===== config.mk =====
export PLATFORM = sky130hd
export DESIGN_NAME = mem_stage
export DESIGN_NICKNAME = d
export VERILOG_FILES = /design/src/rtl/pipeline_pkg.sv /design/src/rtl/load_store_align.sv /design/src/rtl/mem_stage.sv
export SDC_FILE = /design/constraint.sdc
export NUM_CORES = 1
export LEC_CHECK = 0
export ABC_CLOCK_PERIOD_IN_PS = 5700
export CAP_MARGIN = 20
export CORE_ASPECT_RATIO = 1.75
export CORE_MARGIN = 5
export CORE_UTILIZATION = 42
export CTS_CLUSTER_DIAMETER = 40
export DETAILED_ROUTE_END_ITERATION = 8
export GPL_ROUTABILITY_DRIVEN = 0
export GPL_TIMING_DRIVEN = 0
export PLACE_DENSITY_LB_ADDON = 0.05
export SETUP_SLACK_MARGIN = 0.3
export SLEW_MARGIN = 10
export SYNTH_ARGS = -nofsm -noshare
export SYNTH_HDL_FRONTEND = slang
export SYNTH_SLANG_ARGS = --single-unit

===== constraint.sdc =====
create_clock -name clk -period 5.7 [get_ports clk]
set_input_delay 0.855 -clock clk [delete_from_list [all_inputs] [get_ports clk]]
set_output_delay 0.855 -clock clk [all_outputs]
set_load 0.005 [all_outputs]

===== src/rtl/pipeline_pkg.sv =====
// Shared types and encodings for the RV32I pipeline memory stage.
// Latency: n/a (types, constants and one pure helper function only).
// Backpressure: n/a.
package pipeline_pkg;

    typedef enum logic {
        IDLE = 1'b0,
        WAIT = 1'b1
    } mem_state_t;

    // ResultSrc encodings
    localparam logic [1:0] RES_ALU = 2'b00;
    localparam logic [1:0] RES_MEM = 2'b01;
    localparam logic [1:0] RES_PC4 = 2'b10;

    // funct3 encodings for loads and stores
    localparam logic [2:0] F3_B  = 3'b000;
    localparam logic [2:0] F3_H  = 3'b001;
    localparam logic [2:0] F3_W  = 3'b010;
    localparam logic [2:0] F3_BU = 3'b100;
    localparam logic [2:0] F3_HU = 3'b101;

    // The access size sits in funct3[1:0]: 00 byte, 01 half, 10 word.
    function automatic logic is_misaligned(input logic [1:0] size, input logic [1:0] a);
        return ((size == 2'b01) && a[0]) || ((size == 2'b10) && (a != 2'b00));
    endfunction

endpackage


===== src/rtl/load_store_align.sv =====
// Byte-lane formatting for stores and lane extraction/extension for loads.
// Latency: purely combinational, 0 cycles.
// Backpressure: none; the caller gates the results with its own request.
// Ports: funct3_i/addr_lo_i select size and lane, store_data_i is the raw
//        store operand, rdata_i is the bus word (already zeroed on timeout);
//        be_o/wdata_o drive the bus, load_data_o is the extended load value,
//        mis_o flags an access that is not naturally aligned.
module load_store_align
    import pipeline_pkg::*;
(
    input  logic [2:0]  funct3_i,
    input  logic [1:0]  addr_lo_i,
    input  logic [31:0] store_data_i,
    input  logic [31:0] rdata_i,
    output logic [3:0]  be_o,
    output logic [31:0] wdata_o,
    output logic [31:0] load_data_o,
    output logic        mis_o
);

    logic [7:0]  byte_sel;
    logic [15:0] half_sel;

    assign mis_o = is_misaligned(funct3_i[1:0], addr_lo_i);

    // Store data is replicated across every lane so the memory only has to
    // honour the byte enables.
    always_comb begin
        be_o    = 4'b0000;
        wdata_o = store_data_i;
        case (funct3_i[1:0])
            2'b00: begin
                be_o    = 4'b0001 << addr_lo_i;
                wdata_o = {4{store_data_i[7:0]}};
            end
            2'b01: begin
                be_o    = addr_lo_i[1] ? 4'b1100 : 4'b0011;
                wdata_o = {2{store_data_i[15:0]}};
            end
            2'b10: begin
                be_o    = 4'b1111;
                wdata_o = store_data_i;
            end
            default: begin
                be_o    = 4'b0000;
                wdata_o = store_data_i;
            end
        endcase
    end

    always_comb begin
        byte_sel = rdata_i[7:0];
        case (addr_lo_i)
            2'd0: byte_sel = rdata_i[7:0];
            2'd1: byte_sel = rdata_i[15:8];
            2'd2: byte_sel = rdata_i[23:16];
            2'd3: byte_sel = rdata_i[31:24];
            default: byte_sel = rdata_i[7:0];
        endcase
    end

    assign half_sel = addr_lo_i[1] ? rdata_i[31:16] : rdata_i[15:0];

    always_comb begin
        load_data_o = 32'h0;
        case (funct3_i)
            F3_B:  load_data_o = {{24{byte_sel[7]}}, byte_sel};
            F3_BU: load_data_o = {24'h0, byte_sel};
            F3_H:  load_data_o = {{16{half_sel[15]}}, half_sel};
            F3_HU: load_data_o = {16'h0, half_sel};
            F3_W:  load_data_o = rdata_i;
            default: load_data_o = 32'h0;
        endcase
    end

endmodule


===== src/rtl/mem_stage.sv =====
// RV32I memory stage: req/ack data bus access, timeout, stall and M/W register.
// Latency: 1 cycle into W; +N stall cycles until ack, at most TIMEOUT.
// Backpressure: MemStall holds upstream and inserts W bubbles until done.
// Ports: *M inputs are the EM register; dmem_* is the data bus (dmem_req is
//        combinational, completed by dmem_ack); *W outputs are the registered
//        M/W fields; MemStall goes to the hazard unit; BusErr is a sticky
//        timeout flag cleared only by rst.
// TIMEOUT must be >= 1 and fit in CNT_W bits (2**CNT_W > TIMEOUT).
module mem_stage
    import pipeline_pkg::*;
#(
    parameter int TIMEOUT = 16,
    parameter int CNT_W   = 5
) (
    input  logic        clk,
    input  logic        rst,
    input  logic        RegWriteM,
    input  logic [1:0]  ResultSrcM,
    input  logic        MemWriteM,
    input  logic [31:0] ALUoutM,
    input  logic [2:0]  funct3M,
    input  logic [4:0]  RdM,
    input  logic [31:0] Rd2M,
    input  logic [31:0] inc_PCM,
    output logic        dmem_req,
    output logic        dmem_we,
    output logic [31:0] dmem_addr,
    output logic [31:0] dmem_wdata,
    output logic [3:0]  dmem_be,
    input  logic [31:0] dmem_rdata,
    input  logic        dmem_ack,
    output logic        MemStall,
    output logic        RegWriteW,
    output logic [1:0]  ResultSrcW,
    output logic [31:0] ALUoutW,
    output logic [31:0] ReadDataW,
    output logic [4:0]  RdW,
    output logic [31:0] inc_PCW,
    output logic        MisalignW,
    output logic        BusErr
);

    mem_state_t       state_q;
    logic [CNT_W-1:0] cnt_q;
    logic             buserr_q;

    logic        mem_op;
    logic        mis_raw;
    logic        mis;
    logic        timeout_hit;
    logic        done;
    logic [3:0]  be_raw;
    logic [31:0] rdata_eff;
    logic [31:0] load_data;

    logic        regwrite_q;
    logic [1:0]  resultsrc_q;
    logic [31:0] aluout_q;
    logic [31:0] readdata_q;
    logic [4:0]  rd_q;
    logic [31:0] incpc_q;
    logic        misalign_q;

    assign mem_op = MemWriteM | (ResultSrcM == RES_MEM);
    assign mis    = mem_op & mis_raw;

    // Misaligned accesses are dropped here and never reach the bus.
    assign dmem_req   = mem_op & ~mis & ~rst;
    assign dmem_we    = MemWriteM;
    assign dmem_addr  = {ALUoutM[31:2], 2'b00};
    assign dmem_be    = dmem_req ? be_raw : 4'b0000;

    // An ack in the final wait cycle wins over the timeout.
    assign timeout_hit = (state_q == WAIT) && (cnt_q == CNT_W'(TIMEOUT)) && !dmem_ack;
    assign done        = dmem_ack | timeout_hit;
    assign MemStall    = dmem_req & ~done;

    // A timed-out load completes with a zero word.
    assign rdata_eff = timeout_hit ? 32'h0 : dmem_rdata;

    load_store_align u_align (
        .funct3_i     (funct3M),
        .addr_lo_i    (ALUoutM[1:0]),
        .store_data_i (Rd2M),
        .rdata_i      (rdata_eff),
        .be_o         (be_raw),
        .wdata_o      (dmem_wdata),
        .load_data_o  (load_data),
        .mis_o        (mis_raw)
    );

    // Bus handshake FSM; cnt_q counts cycles spent in WAIT.
    always_ff @(posedge clk or posedge rst) begin
        if (rst) begin
            state_q  <= IDLE;
            cnt_q    <= '0;
            buserr_q <= 1'b0;
        end else begin
            case (state_q)
                IDLE: begin
                    if (dmem_req && !dmem_ack) begin
                        state_q <= WAIT;
                        cnt_q   <= CNT_W'(1);
                    end
                end
                WAIT: begin
                    if (dmem_ack) begin
                        state_q <= IDLE;
                        cnt_q   <= '0;
                    end else if (cnt_q == CNT_W'(TIMEOUT)) begin
                        state_q  <= IDLE;
                        cnt_q    <= '0;
                        buserr_q <= 1'b1;
                    end else begin
                        cnt_q <= cnt_q + CNT_W'(1);
                    end
                end
                default: begin
                    state_q <= IDLE;
                    cnt_q   <= '0;
                end
            endcase
        end
    end

    // M/W register: a stall injects a bubble but keeps the data fields.
    always_ff @(posedge clk or posedge rst) begin
        if (rst) begin
            regwrite_q  <= 1'b0;
            resultsrc_q <= 2'b00;
            aluout_q    <= 32'h0;
            readdata_q  <= 32'h0;
            rd_q        <= 5'd0;
            incpc_q     <= 32'h0;
            misalign_q  <= 1'b0;
        end else if (MemStall) begin
            regwrite_q <= 1'b0;
            misalign_q <= 1'b0;
        end else begin
            regwrite_q  <= RegWriteM & ~mis;
            resultsrc_q <= ResultSrcM;
            aluout_q    <= ALUoutM;
            readdata_q  <= load_data;
            rd_q        <= RdM;
            incpc_q     <= inc_PCM;
            misalign_q  <= mis;
        end
    end

    assign RegWriteW  = regwrite_q;
    assign ResultSrcW = resultsrc_q;
    assign ALUoutW    = aluout_q;
    assign ReadDataW  = readdata_q;
    assign RdW        = rd_q;
    assign inc_PCW    = incpc_q;
    assign MisalignW  = misalign_q;
    assign BusErr     = buserr_q;

endmodule


==> Word-level counts from Yosys, hierarchy flattened <==
Cells that the tools add are included.
Widths: inputs -> output; s select.
{ "totals": {"ram_bits": 0, "output_inout_bits": 177, "regBits": 112, "inputBits": 143, "elab_cells": 66, "latchBits": 0, "n_memories": 0, "mem_bits_ro": 0} }
{ "classes": {"n_bitwise": 12, "multipliers": 0, "magnitude_cmp": 0, "eq_ne": 12, "reduce_logical": 12, "shift": 1, "muxes": 18, "n_div": 0, "addsub": 1} }
{ "op_table": {"columns": ["operator", "count"], "rows": [
  ["$pmux 32 s5", 1],
  ["$pmux 32 s2", 1],
  ["$mux 32", 1],
  ["$pmux 8 s4", 1],
  ["$mux 16", 1],
  ["$mux 5", 3],
  ["$pmux 4 s3", 1],
  ["$pmux 5 s2", 1],
  ["$mux 4", 2],
  ["$eq 2x1->1 const B", 3],
  ["$eq 2x2->1 const B", 3],
  ["$eq 3x3->1 const B", 2],
  ["$add 5x1->5 const B", 1],
  ["$and 1x1->1", 5],
  ["$eq 5x5->1 const B", 1],
  ["$logic_and 1x1->1", 5],
  ["$mux 1", 5],
  ["$not 1->1", 5],
  ["$logic_not 2->1", 2],
  ["$shl 1x2->4 const A", 1],
  ["$eq 3x1->1 const B", 1],
  ["$eq 3x2->1 const B", 1],
  ["$logic_not 3->1", 1],
  ["$reduce_and 3->1", 1],
  ["other kinds (6)", 7]
]} }

==> Logic depth before layout (Yosys ltp) <==
{ "logic_depth": {"word_depth": 10, "depth_mapped": 10} }

==> Modules after synthesis <==
Synthesis repeated with hierarchy kept, for this count alone.
{ "hier_totals": {"cells_unflattened": 528, "hier_area_um2": 6526.3} }
{ "by_module_without_submodules": {"columns": ["mod", "seq_area_each_um2", "n_inst", "area_per_inst_um2", "cells_each"], "rows": [
  ["mem_stage", 2802.7, 1, 5057.4, 337],
  ["load_store_align", 0.0, 1, 1468.9, 191]
]} }

==> Worst setup path before layout <==
Ideal clock, no wire load.
{ "synth_path": {"path_kind": "input to output", "start": "input port ALUoutM[0]", "end": "output port MemStall", "n_path_buf": 3, "path_stages": 7, "required_time_ns": 4.845, "path_slack_ns": 2.845, "arrival_time_ns": 2.000, "cell_sequence": "buf_2 -> nor2_2 -> a2bb2oi_2 -> nand3_2 -> a21oi_4 -> buf_6 -> buf_2"} }
{ "synth_between": {"elab_chain_len": 8, "elab_cells_between_ends": 9, "classes_between": "bitwise (5); reduce/logical (4)"} }
{ "synth_lines": {"columns": ["element", "line", "text"], "rows": [
  ["start, declared", "mem_stage.sv:20", "input logic [31:0] ALUoutM,"],
  ["$reduce_bool 2->1", "pipeline_pkg.sv:25", "return ((size == 2'b01) && a[0]) || ((size == 2'b10) && (a != 2'b00));"],
  ["$logic_and 1x1->1", "pipeline_pkg.sv:25", null],
  ["$logic_or 1x1->1 *", "pipeline_pkg.sv:25", null],
  ["$and 1x1->1 *", "mem_stage.sv:65", "assign mis = mem_op & mis_raw;"],
  ["$not 1->1 *", "mem_stage.sv:68", "assign dmem_req = mem_op & ~mis & ~rst;"],
  ["$and 1x1->1 * (2 in series)", "mem_stage.sv:68", null],
  ["$and 1x1->1 *", "mem_stage.sv:76", "assign MemStall = dmem_req & ~done;"],
  ["end, declared", "mem_stage.sv:32", "output logic MemStall,"]
]} }
Every way passes the cells marked *; elsewhere a longest branch is shown, timed or not.

==> Final worst setup path <==
Ends and elaborated chain as after synthesis.

==> flow_metrics.tcl <==
set metrics [dict create \
    endpoint "MemStall" \
    leakagePower_nw 3.99 \
    p_total_mw 2.08 \
    syn_to_final_growth_pct 65.4 \
    tns_ps 0 \
    ys_async_sr_fraction_pct 100 \
    ys_warn_count 0 \
    critPathMaxFanout 10 \
    tightest_slew_ps 1100 \
    rrSetupSlack_ps 3540 \
    dpl.hpwl_um 15600 \
    fin_ws_ps 1360 \
    place_ws_ps 1340 \
    arrival_ps 3480 \
    ctsResizeCount 0 \
    seq_area_frac_synth_pct 49.3 \
    fin_area_um2 9400 \
    worstPathRequired_ps 4850 \
    yosysTopAreaCellShare_pct 49.3 \
    drt_first_pass_iters 4 \
    min_path_type "reg -> reg" \
    placed_area_um2 9100 \
    syn_area_per_cell_um2 12.2 \
    finalClockSkew_ps 12.8 \
    io_pins 320 \
    fin_crit_ps 4340 \
    postCtsSetupRepairBufs 0 \
    max_cap_violations 0 \
    synth_common_cells "dfrtp_1 (112), mux2_2 (74), mux2_1 (46), buf_4 (44), nand2_1 (40)" \
    reg2reg_depth 7 \
    setup_viol 0 \
    clk_path_buf_depth 2 \
    drc 0 \
    grt_use_total_pct 23.1 \
    htree_num_levels 3 \
    final_core_util_pct 70.2 \
    placed_cells 957 \
    fmax_mhz 231 \
    num_rows 56 \
    vias 4985 \
    vias_per_cell 5.12 \
    hold_buffers 0 \
    path_cells "clkdlybuf4s50_1 -> buf_2 -> nor2_2 -> a2bb2oi_2 -> nand3_2 -> a21oi_4 -> buf_6 -> buf_2 -> clkdlybuf4s50_1" \
    die_width_um 97.9 \
    r2r-end "ReadDataW[0]" \
    cpPeakStageDelay_ps 560 \
    maxSlewHeadroom_pct 25.8 \
    endpoint_kind "output pin" \
    dieHeight_um 164 \
    start_util_pct 42.5 \
    antenna_found_initial 0 \
    wl_per_cell_um 19.5 \
    diodes 0 \
    drtIter0Drc 194 \
    ys_top_cells_by_area "dfrtp_1 (49%), mux2_2 (15%), mux2_1 (9.1%)" \
    grt_pass1_vias 5450 \
    routed_wl_um 19000 \
    nNetsFinal 939 \
    grt_pass1_wl_um 29100 \
    ys_ff_latch 112 \
    grt_max_degree 63 \
    fin_cells 973 \
    ys_types 46 \
    finalHoldViolCount 0 \
    overflow 0 \
    power_per_cell_area_nw_per_um2 221 \
    drtAntennaViolNets 0 \
    status "complete, no violations" \
    holdWs_ps 477 \
    tritoncts "built" \
    clock-sinks 112 \
    synthCells 465 \
    netlist_area_um2 5680 \
    clk_pin_slew_ps 80 \
    post-route-period-util_pct 76.1 \
    start_kind "input port" \
    drive_above_1_share_pct 20.4 \
    critical_path_class "in -> out" \
    numCtsBuffers 9 \
    r2r_start "cnt_q[0]" \
    synth_edf_count 0 \
    cts-root-buf "clkbuf_16" \
    core_area_um2 13400 \
    synth_flop_cell "dfrtp_1" \
    rsz0062_at_grt "no" \
    die_area_um2 16000 \
    portBuffers 316 \
    synth_most_common_cell "dfrtp_1" \
    slew_violations 0 \
    synth_top_area_cell "dfrtp_1" \
    clk-insertion-delay-late_ps 350 \
    crit_start "ALUoutM[0]" \
    max-vdd-ir-drop_mv 0.171 \
    critPathSlowestCell "clkdlybuf4s50_1" \
]
==> cell type report <==
cell class	count	area [µm²]
fill	1015	3980
timing repair buffer	317	3190
sequential	112	2800
multi-input combinational	277	2360
buffer	70	500
clock buffer	11	253
tap	174	218
clock inverter	5	47.5
inverter	7	31.3
==> placed cells by master (no fill, tap or decap), drive strengths merged, types with 4 or more instances in the layout <==
cell,n
mux2,120
o2bb2ai,8
buf,63
nor2b,4
mux2i,8
clkdlybuf4s50,316
dfrtp,112
inv,10
nand2b,6
a22oi,8
a21oi,6
nand2,40
nor2,5
clkbuf,19
o21ai,28
a31oi,4
a222oi,7
==> routing by layer <==
metal  GRT usage, %  up-vias  routed length [µm]
li1               -     2275                   -
met1           22.6     2411                6250
met2           42.9      250               10300
met3           7.90       49                1580
met4           11.3        0                 821
met5              0        -                   0
==> worst min-delay path by stage <==
stage,slack (ps),from,to,cells past startpoint
after CTS,480,BusErr,BusErr,1
after global placement,450,BusErr,BusErr,1
final,480,BusErr,BusErr,1
after detailed placement,460,BusErr,BusErr,1
after global routing,500,BusErr,BusErr,1
after floorplan,440,cnt_q[4],cnt_q[4],1
==> flip-flops by register name (all words and copies together) (netlist names) <==
name / flops
ReadDataW: 32
MisalignW: 1
BusErr: 1
ALUoutW: 32
ResultSrcW: 2
cnt_q: 5
RegWriteW: 1
inc_PCW: 32
RdW: 5
state_q: 1
==> critical path, delay by kind of cell <==
kind,cells,cell delay (ps)
simple gates,2,300
compound gates,2,540
buf+inv,5,1770
==> cells by family (layout without fill, tap and decap cells) <==
family | after synthesis | after routing | share of synthesized area [%]
AOI/OAI and AO/OA | 73 | 73 | 9.12
xor gates and xnor gates | 1 | 1 | 0.154
adders and majority gates | 2 | 2 | 0.440
buffers and inverters | 77 | 410 | 9.27
DFF | 112 | 112 | 49.3
muxes | 129 | 129 | 25.6
other | 1 | 2 | 0.0660
and+or+nand+nor | 70 | 70 | 6.03
==> power breakdown <==
group / internal (mW) / total, mW / switching, mW
Combinational: 0.348 / 0.542 / 0.193
Clock: 0.330 / 0.636 / 0.306
Sequential: 0.860 / 0.899 / 0.0388
Power figures use the tool's default switching activity.
